**config.mk**
```make
export PLATFORM = sky130hd
export DESIGN_NAME = yurut_cok_kanal
export DESIGN_NICKNAME = d
export VERILOG_FILES = /design/src/rtl/yurut_paket.sv /design/src/rtl/sonuc_kuyrugu.sv /design/src/rtl/yurut_cok_kanal.sv
export SDC_FILE = /design/constraint.sdc
export NUM_CORES = 1
export LEC_CHECK = 0
export CAP_MARGIN = 10
export CORE_MARGIN = 1.5
export CORE_UTILIZATION = 55
export DETAILED_ROUTE_END_ITERATION = 8
export DONT_BUFFER_PORTS = 1
export PLACE_DENSITY_LB_ADDON = 0.12
export REMOVE_ABC_BUFFERS = 1
export SYNTH_ARGS = -nofsm -noshare
export SYNTH_HDL_FRONTEND = slang
export SYNTH_HIERARCHICAL = 1
export SYNTH_SLANG_ARGS = --single-unit
```
**constraint.sdc**
```tcl
create_clock -name clk_i -period 4.05 [get_ports clk_i]
set_clock_uncertainty 0.1 [all_clocks]
set_input_delay 0.405 -clock clk_i [delete_from_list [all_inputs] [get_ports clk_i]]
set_output_delay 0.405 -clock clk_i [all_outputs]
set_load 0.005 [all_outputs]
```
**src/rtl/yurut_paket.sv**
```systemverilog
// rtl/yurut_paket.sv - shared defaults, channel ids and result-queue entry layout for yurut_cok_kanal
package yurut_paket;

    localparam int VARSAYILAN_VERI_GEN        = 32;
    localparam int VARSAYILAN_KANAL_SAYISI    = 4;
    localparam int VARSAYILAN_KUYRUK_DERINLIK = 4;
    localparam int VARSAYILAN_KANAL_GEN       = $clog2(VARSAYILAN_KANAL_SAYISI);
    localparam int HEDEF_GEN                  = 5;

    localparam int KANAL_AMB    = 0;
    localparam int KANAL_YZ     = 1;
    localparam int KANAL_KRIPTO = 2;
    localparam int KANAL_BOLME  = 3;

    // Entry layout at the default configuration.
    typedef struct packed {
        logic [VARSAYILAN_KANAL_GEN-1:0] kanal;
        logic [HEDEF_GEN-1:0]            hedef;
        logic                            yazmaca_yaz;
        logic                            bitti;
        logic [VARSAYILAN_VERI_GEN-1:0]  veri;
    } kuyruk_girdi_t;

endpackage

```
**src/rtl/sonuc_kuyrugu.sv**
```systemverilog
// rtl/sonuc_kuyrugu.sv - in-order result ring: tail push, per-slot result write, head pop, flush
module sonuc_kuyrugu
    import yurut_paket::*;
#(
    parameter int VERI_GEN   = VARSAYILAN_VERI_GEN,
    parameter int DERINLIK   = VARSAYILAN_KUYRUK_DERINLIK,
    parameter int YAZ_SAYISI = VARSAYILAN_KANAL_SAYISI,
    localparam int IW = $clog2(DERINLIK),
    localparam int SW = $clog2(DERINLIK + 1)
) (
    input  logic                           clk_i,
    input  logic                           rst_i,
    input  logic                           bosalt_i,
    input  logic                           itme_i,
    input  logic [HEDEF_GEN-1:0]           itme_hedef_i,
    input  logic                           itme_yaz_i,
    input  logic                           cekme_i,
    input  logic [YAZ_SAYISI-1:0]          yaz_gecerli_i,
    input  logic [YAZ_SAYISI*IW-1:0]       yaz_indeks_i,
    input  logic [YAZ_SAYISI*VERI_GEN-1:0] yaz_veri_i,
    output logic [IW-1:0]                  kuyruk_ucu_o,
    output logic [SW-1:0]                  doluluk_o,
    output logic                           dolu_o,
    output logic                           bas_hazir_o,
    output logic [HEDEF_GEN-1:0]           bas_hedef_o,
    output logic                           bas_yaz_o,
    output logic [VERI_GEN-1:0]            bas_veri_o
);

    logic [HEDEF_GEN-1:0] r_hedef [DERINLIK];
    logic [VERI_GEN-1:0]  r_veri  [DERINLIK];
    logic [DERINLIK-1:0]  r_yaz;
    logic [DERINLIK-1:0]  r_bitti;
    logic [IW-1:0]        r_bas;
    logic [IW-1:0]        r_kuyruk;
    logic [SW-1:0]        r_sayac;

    // Power-of-two depth: pointers wrap naturally at IW bits.
    always_ff @(posedge clk_i) begin
        if (rst_i || bosalt_i) begin
            r_bas    <= '0;
            r_kuyruk <= '0;
            r_sayac  <= '0;
            r_bitti  <= '0;
        end else begin
            for (int i = 0; i < YAZ_SAYISI; i++) begin
                if (yaz_gecerli_i[i]) begin
                    r_veri[yaz_indeks_i[i*IW +: IW]]  <= yaz_veri_i[i*VERI_GEN +: VERI_GEN];
                    r_bitti[yaz_indeks_i[i*IW +: IW]] <= 1'b1;
                end
            end
            if (itme_i) begin
                r_hedef[r_kuyruk] <= itme_hedef_i;
                r_yaz[r_kuyruk]   <= itme_yaz_i;
                r_bitti[r_kuyruk] <= 1'b0;
                r_kuyruk          <= r_kuyruk + 1'b1;
            end
            if (cekme_i) begin
                r_bas <= r_bas + 1'b1;
            end
            case ({itme_i, cekme_i})
                2'b10:   r_sayac <= r_sayac + 1'b1;
                2'b01:   r_sayac <= r_sayac - 1'b1;
                default: r_sayac <= r_sayac;
            endcase
        end
    end

    assign kuyruk_ucu_o = r_kuyruk;
    assign doluluk_o    = r_sayac;
    assign dolu_o       = (r_sayac == SW'(DERINLIK));
    assign bas_hazir_o  = (r_sayac != '0) && r_bitti[r_bas];
    assign bas_hedef_o  = r_hedef[r_bas];
    assign bas_yaz_o    = r_yaz[r_bas];
    assign bas_veri_o   = r_veri[r_bas];

endmodule

```
**src/rtl/yurut_cok_kanal.sv**
```systemverilog
// rtl/yurut_cok_kanal.sv - multi-channel execute stage: one-hot issue, out-of-order capture, in-order writeback
module yurut_cok_kanal
    import yurut_paket::*;
#(
    parameter int VERI_GEN        = VARSAYILAN_VERI_GEN,
    parameter int KANAL_SAYISI    = VARSAYILAN_KANAL_SAYISI,
    parameter int KUYRUK_DERINLIK = VARSAYILAN_KUYRUK_DERINLIK,
    localparam int KW = $clog2(KANAL_SAYISI),
    localparam int IW = $clog2(KUYRUK_DERINLIK),
    localparam int SW = $clog2(KUYRUK_DERINLIK + 1)
) (
    input  logic                             clk_i,
    input  logic                             rst_i,
    input  logic                             durdur_i,
    input  logic                             bosalt_i,
    input  logic                             buy_gecerli_i,
    input  logic [KW-1:0]                    buy_kanal_i,
    input  logic [HEDEF_GEN-1:0]             buy_hedef_yazmaci_i,
    input  logic                             buy_yazmaca_yaz_i,
    output logic                             buy_hazir_o,
    output logic [KANAL_SAYISI-1:0]          kanal_baslat_o,
    input  logic [KANAL_SAYISI-1:0]          kanal_mesgul_i,
    input  logic [KANAL_SAYISI-1:0]          kanal_sonuc_gecerli_i,
    input  logic [KANAL_SAYISI*VERI_GEN-1:0] kanal_sonuc_i,
    output logic                             gy_gecerli_o,
    output logic [HEDEF_GEN-1:0]             gy_hedef_yazmaci_o,
    output logic                             gy_yazmaca_yaz_o,
    output logic [VERI_GEN-1:0]              gy_veri_o,
    input  logic                             gy_hazir_i,
    output logic                             yurut_stall_o,
    output logic [SW-1:0]                    doluluk_o,
    output logic                             hata_o
);

    logic [KANAL_SAYISI-1:0] r_bekleyen;
    logic [KANAL_SAYISI-1:0] r_iptal;
    logic [IW-1:0]           r_slot [KANAL_SAYISI];
    logic                    r_hata;

    logic                       w_kanal_var;
    logic [KANAL_SAYISI-1:0]    w_secili;
    logic                       w_dolu;
    logic                       w_kabul;
    logic                       w_cek;
    logic                       w_bas_hazir;
    logic [HEDEF_GEN-1:0]       w_bas_hedef;
    logic                       w_bas_yaz;
    logic [VERI_GEN-1:0]        w_bas_veri;
    logic [IW-1:0]              w_kuyruk_ucu;
    logic [KANAL_SAYISI-1:0]    w_yaz_gecerli;
    logic [KANAL_SAYISI*IW-1:0] w_yaz_indeks;

    assign w_kanal_var = (32'(buy_kanal_i) < KANAL_SAYISI);
    assign w_secili    = w_kanal_var ? (KANAL_SAYISI'(1) << buy_kanal_i) : '0;

    assign buy_hazir_o = !rst_i && w_kanal_var && !w_dolu && !bosalt_i && !durdur_i
                       && ((w_secili & (kanal_mesgul_i | r_bekleyen | r_iptal)) == '0);
    assign w_kabul        = buy_gecerli_i && buy_hazir_o;
    assign kanal_baslat_o = w_kabul ? w_secili : '0;
    assign yurut_stall_o  = buy_gecerli_i && !buy_hazir_o;

    assign gy_gecerli_o       = !rst_i && w_bas_hazir;
    assign gy_hedef_yazmaci_o = gy_gecerli_o ? w_bas_hedef : '0;
    assign gy_yazmaca_yaz_o   = gy_gecerli_o && w_bas_yaz;
    assign gy_veri_o          = gy_gecerli_o ? w_bas_veri : '0;
    assign w_cek              = gy_gecerli_o && gy_hazir_i && !durdur_i;
    assign hata_o             = r_hata;

    // A result landing in a flush cycle is dropped along with its queue slot.
    assign w_yaz_gecerli = kanal_sonuc_gecerli_i & r_bekleyen & {KANAL_SAYISI{!bosalt_i}};

    always_comb begin
        w_yaz_indeks = '0;
        for (int k = 0; k < KANAL_SAYISI; k++) begin
            w_yaz_indeks[k*IW +: IW] = r_slot[k];
        end
    end

    always_ff @(posedge clk_i) begin
        if (rst_i) begin
            r_bekleyen <= '0;
            r_iptal    <= '0;
            r_hata     <= 1'b0;
        end else begin
            for (int k = 0; k < KANAL_SAYISI; k++) begin
                if (kanal_sonuc_gecerli_i[k]) begin
                    if (r_bekleyen[k]) begin
                        r_bekleyen[k] <= 1'b0;
                    end else if (r_iptal[k]) begin
                        r_iptal[k] <= 1'b0;
                    end else begin
                        r_hata <= 1'b1;
                    end
                end else if (bosalt_i && r_bekleyen[k]) begin
                    r_bekleyen[k] <= 1'b0;
                    r_iptal[k]    <= 1'b1;
                end
            end
            if (w_kabul) begin
                r_bekleyen[buy_kanal_i] <= 1'b1;
                r_slot[buy_kanal_i]     <= w_kuyruk_ucu;
            end
        end
    end

    sonuc_kuyrugu #(
        .VERI_GEN   (VERI_GEN),
        .DERINLIK   (KUYRUK_DERINLIK),
        .YAZ_SAYISI (KANAL_SAYISI)
    ) u_kuyruk (
        .clk_i         (clk_i),
        .rst_i         (rst_i),
        .bosalt_i      (bosalt_i),
        .itme_i        (w_kabul),
        .itme_hedef_i  (buy_hedef_yazmaci_i),
        .itme_yaz_i    (buy_yazmaca_yaz_i),
        .cekme_i       (w_cek),
        .yaz_gecerli_i (w_yaz_gecerli),
        .yaz_indeks_i  (w_yaz_indeks),
        .yaz_veri_i    (kanal_sonuc_i),
        .kuyruk_ucu_o  (w_kuyruk_ucu),
        .doluluk_o     (doluluk_o),
        .dolu_o        (w_dolu),
        .bas_hazir_o   (w_bas_hazir),
        .bas_hedef_o   (w_bas_hedef),
        .bas_yaz_o     (w_bas_yaz),
        .bas_veri_o    (w_bas_veri)
    );

endmodule

```
### Word-level counts from Yosys, hierarchy flattened

Memories as Yosys holds them, arrays and structs flattened. A register that Yosys moved wholly into a read port is not among the register bits.
Index checks and enable logic that the tools add are counted.

* register bits after elaboration: 24
* input bits: 150
* memories: 3
* word-level logic and storage cells: 179
* memory bits (writable): 156
* output and inout port bits: 49

Memories
* u_kuyruk.r_veri: depth 4, bits a word 32, rd ports 1, clocked after Yosys merged registers in 1, wr ports 4, line sonuc_kuyrugu.sv:31 `logic [VERI_GEN-1:0] r_veri [DERINLIK];`
* u_kuyruk.r_hedef: depth 4, bits a word 5, rd ports 1, clocked after Yosys merged registers in 1, wr ports 1, line sonuc_kuyrugu.sv:30 `logic [HEDEF_GEN-1:0] r_hedef [DERINLIK];`
* r_slot: depth 4, bits a word 2, rd ports 4, clocked after Yosys merged registers in 0, wr ports 1, line yurut_cok_kanal.sv:37 `logic [IW-1:0] r_slot [KANAL_SAYISI];`

* add/subtract/negate cells: 4
* eq/ne operators: 7
* reduce and logical (&&, ||, !) cells: 39
* multiplexer cells: 88
* $lt $le $gt $ge: 13
* shift operators: 1
* bitwise logic cells: 13

Operator list (number)
* two-way mux 1 bit: 61
* two-way mux 4 bit: 11
* two-way mux 32 bit: 1
* OR 4 bit: 7
* logical AND 1 bit: 21
* less-than comparator 2 x 3 -> 1 bit, second input constant: 7
* bitwise AND 4 bit: 4
* demux 1 bit (select 2 bit): 6
* >= comparator 2 x 1 -> 1 bit, second input constant: 6
* AND reduction 2 bit: 5
* nonzero test 2 bit: 5
* two-way mux 2 bit: 4
* inequality test 2 bit, second input constant: 4
* case mux 3 bit (2 select lines): 1
* logical NOT 1 bit: 5
* two-way mux 5 bit: 1
* adder 2 x 1 -> 2 bit, second input constant: 2
* binary-select mux 1 bit (select 2 bit): 2
* bitwise mux 4 bit: 1
* logical NOT 4 bit: 1
* inverter 4 bit: 1
* << shifter 1 x 2 -> 4 bit, first input constant: 1
* adder 3 x 1 -> 3 bit, second input constant: 1
* == test 3 bit, second input constant: 1
* 6 further kinds: 6

### Logic depth before layout (Yosys ltp)

Gate-level depths: netlist of run 1.
An unclocked memory read counts as a cell.

* depth after elaboration: 19
* depth in mapped cells: 13
* depth with buffers taken out: 12

### By module

The synthesis of run 1 kept the hierarchy.

By module, submodules not included
* sonuc_kuyrugu: cells each 1079, instances 1, area each 10297.4 µm²
* yurut_cok_kanal: cells each 126, instances 1, area each 1034.7 µm²

### Worst setup path before layout of run 1

OpenSTA, ideal clock, no wires.

* path type: input to register
* from: input bosalt_i
* to: memory u_kuyruk/r_veri[0][0] (netlist bit), enable pin
* library setup time: 0.431 ns
* required time: 3.519 ns
* buffers on the path: 3
* stages: 7
* setup slack: 0.791 ns
* data arrival time: 2.729 ns
* cell sequence: clkbuf_1 > nor2_1 > or4b_1 > or2_1 > buf_2 > buf_6 > o211ai_1

RTL lines
* from (decl): line yurut_cok_kanal.sv:15 `input logic bosalt_i,`
* to (decl): line sonuc_kuyrugu.sv:31

==> impl_metrics.yaml, run 1 <==
cts:
  numCtsBuffers: 17
  ctsHoldBuffers: 8
  insertion_delay_ns: 0.44
  cts_buffer_depth: 2
  cts.sinks: 182
  cts_tree: "yes"
  cts_resized: 0
  clkSlewWorstSetupHoldPaths_ns: 0.07
  postCtsSetupBuffers: 0
  clock-root-buffer: "clkbuf_16"
  cts_max_level: 4
synthesis:
  yosysTopAreaCell: "edfxtp_1"
  yosysWarnings: 6
  syn_area_per_cell_sq_um: 9.40
  yosys-top-cells-area: "edfxtp_1 (42%), o21ai_0 (8.9%), a211oi_1 (8.5%)"
  synth_ff_type: "edfxtp_1"
  synthArstFlopShare_pct: 0
  syn_area_sq_mm: 0.0113
  ys_ff_latch: 182
  synth_top_area_share_pct: 42.4
  synthTopCellsByCount: "o21ai_0 (201), nand2_1 (176), edfxtp_1 (160), a211oi_1 (129)"
  syn_inst: 1205
  seq_area_frac_synth_pct: 46.3
  synth_cell_types: 53
  synth_edf_count: 160
  synth.most_common_cell: "o21ai_0"
detailed_routing:
  first_pass_iters: 5
  drt_iter0_drc: 1149
  antenna_left: 0
  drc: 0
  drt_wl_total_mm: 37.4
  wire_per_inst_um: 25.9
  vias: 9954
  via_per_inst: 6.90
cells_and_area:
  stdcell_count: 1443
  syn2layout_area_growth_pct: 8.71
  diodes: 0
  drive_above_1_share_pct: 10.9
  num-nets-final: 1316
placement:
  numPlacedInstances: 1403
  dpl_worst_slack_ns: 0.961
  gp_congestion: 0.911
  dp_hpwl_mm: 23.1
  port_buffers: 0
pwr:
  power_per_cell_area_mw_per_mm2: 327
  ir_drop_uv: 265
  total_leakage_power_nw: 3.93
sta:
  clock.fmax_ghz: 0.316
  holdWs_ns: 0.00651
  max_slew.worst_pin.slew_ns: 1.16
  final_hold_viol_count: 0
  fin_crit_ns: 3.17
  rsz0062_at_grt: "false"
  slew-limit-headroom_pct: 22.0
  slew_viol_final: 0
  setup_ws_ns: 0.884
  setup_viol: 0
  period_share_pct: 78.2
run_status:
  status: "complete, no violations"
die:
  rows: 52
  die_w_um: 147
  coreArea_sq_mm: 0.0202
  die_area_sq_mm: 0.0215
  pin_count: 199
  die_h_um: 147
  start_util_pct: 56.0
setup_path:
  critPathMaxFanout: 17
  end_kind: "flop"
  r2r_cells: 7
  critPathArrivalTime_ns: 3.25
  cp-start-kind: "flop"
  startpoint: "r_bekleyen[1]$_SDFF_PP0_"
  critical_path_class: "flop to flop"
  r2r_start: "r_bekleyen[1]$_SDFF_PP0_"
  cp.required_ns: 4.14
global_routing:
  grt_overflow: 0
  antenna_found_initial: 0
  track_usage_pct: 35.0
  grt_start_max_net_pins: 65
  grt_pass1_wl_mm: 56.5
  grt_pass1_vias: 9701
min_path:
  holdPathStages: 2
  hp-start: "bosalt_i"
  hp-class: "primary input to flop"
job:
  maxCapViolCount: 0
[cells by family (layout without fill, tap and decap cells)]
| logic type | after synthesis | after routing | synth area share [%] |
|---|---|---|---|
| compound gates | 416 | 416 | 21.7 |
| xor+xnor | 5 | 5 | 0.387 |
| fa+ha+maj | 6 | 6 | 0.729 |
| buf+inv | 123 | 91 | 4.39 |
| flops | 182 | 182 | 46.3 |
| mux | 40 | 40 | 7.84 |
| simple gates | 433 | 433 | 18.6 |
[sequential cells by signal (all words and copies together) (netlist names), 3 cells and up, named ones only]
name                count
r_iptal                 4
u_kuyruk/r_veri       128
u_kuyruk/r_hedef       20
u_kuyruk/doluluk_o      3
r_bekleyen              4
u_kuyruk/r_yaz          4
r_slot                  8
u_kuyruk/r_bitti        4
[worst paths after layout]
check / slack, ns / end
min reg2reg: 0.38 / u_kuyruk/r_bitti[1]$_SDFF_PP0_
min: 0.007 / r_iptal[0]$_SDFFE_PP0P_
max: 0.88 / u_kuyruk/r_veri[0][25]$_DFFE_PP_
max reg2reg: 0.88 / u_kuyruk/r_veri[0][25]$_DFFE_PP_
[worst max-delay path: stages (launching register included)]
cell and delay (ns):
dfxtp_1 0.41, nand2_1 0.07, nor2_1 0.42, or4b_2 0.66
or2_1 0.51, buf_4 0.35, a211oi_1 0.29, o21ai_1 0.10
[cell usage in the layout (no fill, tap or decap), types with 3 or more instances in the layout]
| master | count |
|---|---|
| a211oi_1 | 129 |
| a21oi_1 | 8 |
| a221oi_1 | 3 |
| and2_1 | 39 |
| and3_1 | 36 |
| buf_4 | 36 |
| bufinv_16 | 5 |
| clkbuf_16 | 17 |
| dfxtp_1 | 20 |
| dlygate4sd3_1 | 8 |
| edfxtp_1 | 160 |
| ha_1 | 5 |
| inv_1 | 14 |
| mux4_2 | 39 |
| nand2_1 | 175 |
| nand2b_1 | 3 |
| nand3_1 | 13 |
| nor2_1 | 92 |
| nor3_1 | 7 |
| nor3_4 | 4 |
| nor3b_1 | 33 |
| o21ai_0 | 201 |
| o21ai_1 | 61 |
| or3_1 | 7 |
| xor2_1 | 3 |
[through the flow]
| step | utilization (%) | cell area (sq um) | setup TNS [ns] | power (W) |
|---|---|---|---|---|
| 2_1_floorplan | - | 10900 | -9.03 | 0.00219 |
| 3_3_place_gp | 57.3 | 11600 | 0 | 0.00222 |
| 3_5_place_dp | 57.3 | 11600 | 0 | 0.00222 |
| 4_1_cts | 60.9 | 12300 | 0 | 0.00404 |
| 5_1_grt | 60.9 | 12300 | 0 | 0.00412 |
| 6_report | 60.9 | 12300 | 0 | 0.00403 |
[metal layers]
metal	vias to the layer above	GRT usage, %	part of all wire [%]
li1	4425	-	-
met1	4678	46.0	37
met2	730	55.0	46
met3	121	8.91	13
met4	0	15.6	3.2
met5	-	0	0
[power by group]
| part | total (W) | switching (W) | internal [W] |
|---|---|---|---|
| combinational | 0.000146 | 0.0000699 | 0.0000763 |
| clock | 0.00184 | 0.000734 | 0.00110 |
| sequential | 0.00204 | 0.00000283 | 0.00204 |
| total | 0.00403 | 0.000807 | 0.00322 |
[final cells by class]
type | instances | area (sq um)
fill | 1651 | 7920
timing repair buffer | 45 | 370
clock inverter | 14 | 224
multi-input combinational | 900 | 5660
inverter | 14 | 52.6
clock buffer | 18 | 429
tap | 270 | 338
sequential | 182 | 5250
No activity file was read; power rests on OpenSTA's default activity.
==> run 2: changes to the inputs <==
- clock period: 4.05 -> 3.3 ns (I/O delays scaled with it)
==> run 2 against run 1 <==
Clock power up 7%. Count of clock-buffer cells in the layout decreased by 1. Sequential power increased by 23%. Flip-flop and latch count stayed put. Critical path type unchanged.
==> impl_metrics.yaml, run 2 (synthesis results as in run 1) <==
run_status:
  status: "complete, no violations"
cells_and_area:
  largest_reg_flops: 128
  diodes: 0
  syn2layout_area_growth_pct: 12.3
  fillers: 1644
  final_util_pct: 62.9
  drive_above_1_share_pct: 11.5
  layout_commonest_cell: "o21ai_0"
  num-nets-final: 1366
  final_cell_mix: "o21ai_0 (201), nand2_1 (175), edfxtp_1 (160)"
  design_area_sq_mm: 0.0127
sta:
  final_hold_viol_count: 0
  clock.fmax_ghz: 0.331
  slew_viol_final: 0
  rsz0062_at_grt: "false"
  holdWs_ns: 0.00618
  fin_tns_setup_ns: 0
  period_share_pct: 91.6
  fin_crit_ns: 3.02
  max_slew.worst_pin.slew_ns: 1.26
  setup_viol: 0
  slew-limit-headroom_pct: 15.6
pwr:
  power_per_cell_area_mw_per_mm2: 369
  ir_drop_uv: 355
  total_leakage_power_nw: 4.11
global_routing:
  antenna_found_initial: 0
  grt_pass1_wl_mm: 58.8
  grt_overflow: 0
  track_usage_pct: 36.5
  grt_pass1_vias: 10400
  grt_start_max_net_pins: 72
setup_path:
  cp-start-kind: "flop"
  critPathMaxFanout: 7
  path_buf_inv: 3
  cp_cell_sequence: "inv_1 -> and3_1 -> nor4_2 -> nand2_1 -> nor4_1 -> inv_1 -> ha_1 -> inv_1 -> fa_1 -> xor2_1 -> or3_1 -> a21oi_1"
  cp_slowest_cell: "nor4_1"
  critical_path_class: "flop to flop"
  slowest_delay_ns: 0.50
  cpMostUsedCell: "inv_1"
  end_kind: "flop"
  critPathArrivalTime_ns: 3.29
  cp.required_ns: 3.57
  crit_family: "simple AND/OR/NAND/NOR gates"
min_path:
  hp-class: "primary input to flop"
die:
  start_util_pct: 56.0
  rows: 52
  die_w_um: 147
  die_area_sq_mm: 0.0215
  coreArea_sq_mm: 0.0202
  die_h_um: 147
  pin_count: 199
detailed_routing:
  antenna_left: 0
  first_pass_iters: 6
  via_per_inst: 6.97
  wire_per_inst_um: 26.1
  drt_wl_total_mm: 39.0
  drt_iter0_drc: 1126
  vias: 10400
  drc: 0
placement:
  gp_congestion: 0.881
  port_buffers: 0
  placed_cell_area_sq_mm: 0.0117
  dp_hpwl_mm: 23.6
cts:
  cts_tree: "yes"
  clock-root-buffer: "clkbuf_16"
  numCtsBuffers: 17
  cts_resized: 0
  insertion_delay_ns: 0.43
  cts_buffer_depth: 2
  clkSlewWorstSetupHoldPaths_ns: 0.07
  cts.sinks: 182
  postCtsSetupBuffers: 0
  cts_max_level: 4
job:
  maxCapViolCount: 0
-- run 2: worst paths after layout --
| check | start | endpoint | cells after the start | slack (ns) |
|---|---|---|---|---|
| worst min-delay path | kanal_sonuc_i[100] | u_kuyruk/r_veri[1][4]$_DFFE_PP_ | 2 | 0.006 |
| worst max-delay path | u_kuyruk/doluluk_o[0]$_SDFFE_PP0P_ | u_kuyruk/doluluk_o[2]$_SDFFE_PP0P_ | 12 | 0.28 |
| worst max register to register | u_kuyruk/doluluk_o[0]$_SDFFE_PP0P_ | u_kuyruk/doluluk_o[2]$_SDFFE_PP0P_ | 12 | 0.28 |
| worst min register to register | u_kuyruk/r_bitti[1]$_SDFF_PP0_ | u_kuyruk/r_bitti[1]$_SDFF_PP0_ | 2 | 0.39 |
-- run 2: metrics by stage --
| stage | setup slack [ns] | total power, W | cells |
|---|---|---|---|
| 2_1_floorplan | -0.987 | 0.00269 | 1096 |
| 3_3_place_gp | 0.499 | 0.00272 | 1415 |
| 3_5_place_dp | 0.335 | 0.00273 | 1415 |
| 4_1_cts | 0.305 | 0.00470 | 1490 |
| 5_1_grt | 0.00657 | 0.00483 | 1493 |
| 6_report | 0.278 | 0.00470 | 1493 |
-- run 2: cell type report --
class / instances / area (sq um) / share of cell area, %
Clock inverter: 15 / 136 / 1.07
Inverter: 14 / 52.6 / 0.413
Timing Repair Buffer: 95 / 866 / 6.80
Multi-Input combinational cell: 900 / 5660 / 44.5
Tap cell: 270 / 338 / 2.66
Clock buffer: 17 / 425 / 3.34
Sequential cell: 182 / 5250 / 41.2
-- run 2: layer usage --
metal | up-vias | share of wire, % | track usage, %
li1 | 4513 | - | -
met1 | 4815 | 36 | 44.5
met2 | 881 | 46 | 58.2
met3 | 190 | 14 | 10.3
met4 | 0 | 4.8 | 20.8
met5 | - | 0 | 0
-- run 2: what timing repair did --
item	in CTS	in global routing
endpoints found under the setup margin	0	0
hold buffers	43	3
endpoints found under the hold margin	108	3
-- run 2: report_power, final --
group,total (W),internal [W],switching [W]
logic,0.000233,0.000126,0.000107
clock network,0.00196,0.000998,0.000962
registers,0.00250,0.00250,0.00000282
==> run 3: changes to the inputs <==
- GPL_TIMING_DRIVEN: unset -> 0
==> run 3 against run 2 <==
The run now ends with negative setup slack left. Via count grew 2.9%. Count of clock-buffer cells in the layout increased by 2. Maximum frequency decreased by 9.3%. Design area grew 4.3%. Critical endpoint unchanged.
==> impl_metrics.yaml, run 3 (synthesis results as in run 1) <==
setup_path:
  r2r_cells: 11
  critPathArrivalTime_ns: 3.60
  r2r_setup_slack_ns: -0.03
  cp-start-kind: "flop"
  r2r_start: "u_kuyruk/r_bas[1]$_SDFFE_PP0P_"
  cp.required_ns: 3.57
  end_kind: "flop"
  rr_endpoint: "u_kuyruk/doluluk_o[2]$_SDFFE_PP0P_"
  critical_path_class: "flop to flop"
  critPathMaxFanout: 23
die:
  pin_count: 199
  die_w_um: 147
  rows: 52
  die_area_sq_mm: 0.0215
  die_h_um: 147
  start_util_pct: 56.0
  coreArea_sq_mm: 0.0202
cells_and_area:
  stdcell_count: 1496
  largest_reg_flops: 128
  num-nets-final: 1369
  fillers: 1540
  diodes: 0
  layout_commonest_cell: "o21ai_0"
  drive_above_1_share_pct: 12.3
  final_cell_mix: "o21ai_0 (201), nand2_1 (174), edfxtp_1 (160)"
  syn2layout_area_growth_pct: 17.1
pwr:
  total_leakage_power_nw: 4.32
  switching_share_pct: 20.3
  power.switching_w: 0.00102
  p_int_w: 0.00398
  ir_drop_uv: 345
  p_seq_share_pct: 50.1
  power_per_cell_area_mw_per_mm2: 377
  combPwrFrac_pct: 4.8
  clockPowerShare_pct: 45.1
sta:
  slew_viol_final: 0
  fin_tns_setup_ns: -0.0301
  clock.fmax_ghz: 0.300
  rsz0062_at_grt: "true"
  fin_crit_ns: 3.33
  setup_ws_ns: -0.0301
  period_share_pct: 101
  final_hold_viol_count: 0
  max_slew.worst_pin.slew_ns: 1.06
  setup_viol: 1
  slew-limit-headroom_pct: 29.6
global_routing:
  track_usage_pct: 37.7
  grt_overflow: 0
  grt_pass1_wl_mm: 60.7
  grt_pass1_vias: 10600
  grt_start_max_net_pins: 38
  antenna_found_initial: 1
placement:
  dp_hpwl_mm: 24.9
  gp_congestion: 0.847
  port_buffers: 0
  numPlacedInstances: 1404
cts:
  clkSlewWorstSetupHoldPaths_ns: 0.07
  numCtsBuffers: 17
  clock-root-buffer: "clkbuf_16"
  cts_max_level: 4
  cts_tree: "yes"
  insertion_delay_ns: 0.44
  cts.sinks: 182
  cts_buffer_depth: 2
detailed_routing:
  antenna_left: 0
  drc: 0
  drt_wl_total_mm: 41.1
  vias: 10700
  wire_per_inst_um: 27.5
  first_pass_iters: 8
  via_per_inst: 7.15
  drt_iter0_drc: 1595
min_path:
  hp-start: "kanal_sonuc_i[115]"
  holdPathStages: 2
  hp-class: "primary input to flop"
  worstHoldEndpoint: "u_kuyruk/r_veri[0][19]$_DFFE_PP_"
run_status:
  status: "complete, but fails checks"
  failed_checks: "negative setup slack"
job:
  maxCapViolCount: 0
run 3: changes by cell type in the layout (fill, tap and decap cells not counted), moves of 5 or more:
cell / change
buf_4: -28
buf_16: +13
buf_8: +9
buf_6: +6
bufinv_16: +5
inv_8: -5
run 3: power by group through the flow:
stage / clock network (W) / logic (W) / registers (W)
3_5_place_dp: 0 / 0.000168 / 0.00255
2_1_floorplan: 0 / 0.000134 / 0.00255
6_report: 0.00226 / 0.000240 / 0.00250
5_1_grt: 0.00236 / 0.000262 / 0.00250
4_1_cts: 0.00227 / 0.000230 / 0.00250
3_3_place_gp: 0 / 0.000157 / 0.00256
run 3: cell type report:
| cell class | instances | area [sq um] | share of cell area, % |
|---|---|---|---|
| clock buffers | 19 | 433 | 3.26 |
| clock inverters | 13 | 216 | 1.63 |
| inverters | 14 | 52.6 | 0.396 |
| multi-input cells | 902 | 5730 | 43.2 |
| flip-flops and latches | 182 | 5250 | 39.6 |
| well taps | 270 | 338 | 2.55 |
| repair buffers | 96 | 1250 | 9.39 |
run 3: critical path: stages (launching register included):
cell,delay (ns)
dfxtp_1,0.36
mux4_2,0.37
o31a_1,0.15
nor2b_4,0.57
buf_16,0.23
and3b_1,0.26
ha_1,0.21
inv_1,0.06
fa_1,0.37
xor2_1,0.16
or3_1,0.30
a21oi_1,0.14
run 3: how the worst max path moves through the flow:
stage / startpoint / end / slack [ns] / depth (start not counted)
global placement: r_slot[1][0]$_DFFE_PP_ / u_kuyruk/r_veri[0][29]$_DFFE_PP_ / -4.84 / 3
floorplan: r_slot[1][0]$_DFFE_PP_ / u_kuyruk/r_veri[0][0]$_DFFE_PP_ / -0.99 / 3
global route: u_kuyruk/r_bas[1]$_SDFFE_PP0P_ / u_kuyruk/doluluk_o[2]$_SDFFE_PP0P_ / -0.13 / 11
CTS: u_kuyruk/doluluk_o[0]$_SDFFE_PP0P_ / u_kuyruk/doluluk_o[2]$_SDFFE_PP0P_ / 0.005 / 12
detailed placement: r_slot[1][0]$_DFFE_PP_ / u_kuyruk/r_veri[0][4]$_DFFE_PP_ / -0.82 / 5
finish: u_kuyruk/r_bas[1]$_SDFFE_PP0P_ / u_kuyruk/doluluk_o[2]$_SDFFE_PP0P_ / -0.03 / 11
run 3: what timing repair did:
| item | CTS | global route |
|---|---|---|
| endpoints found under the setup margin | 127 | 65 |
| pin swaps | 3 | 1 |
| hold buffers | 45 | 0 |
| gates resized for setup | 4 | 1 |
| cloned | 1 | 1 |
| hold endpoints to repair | 134 | 0 |
| setup buffers | 7 | 4 |
run 3: layer usage:
metal	vias up	share of wire (%)	global-route usage [%]
met2	985	45	58.9
met1	4932	34	45.2
met5	-	0.029	0
met4	2	5.9	22.8
li1	4542	-	-
met3	235	15	12.8
run 3: per-stage QoR:
step           total power [W]  hold WS, ns  cell area [sq um]  setup WS [ns]  utilization (%)
2_1_floorplan          0.00269        0.299              10900         -0.987                -
3_3_place_gp           0.00271        0.301              11200          -4.84             55.5
3_5_place_dp           0.00272        0.304              12000         -0.820             59.2
4_1_cts                0.00500     0.000833              13200        0.00519             65.1
5_1_grt                0.00512      0.00363              13300         -0.125             65.6
6_report               0.00500       0.0159              13300        -0.0301             65.6
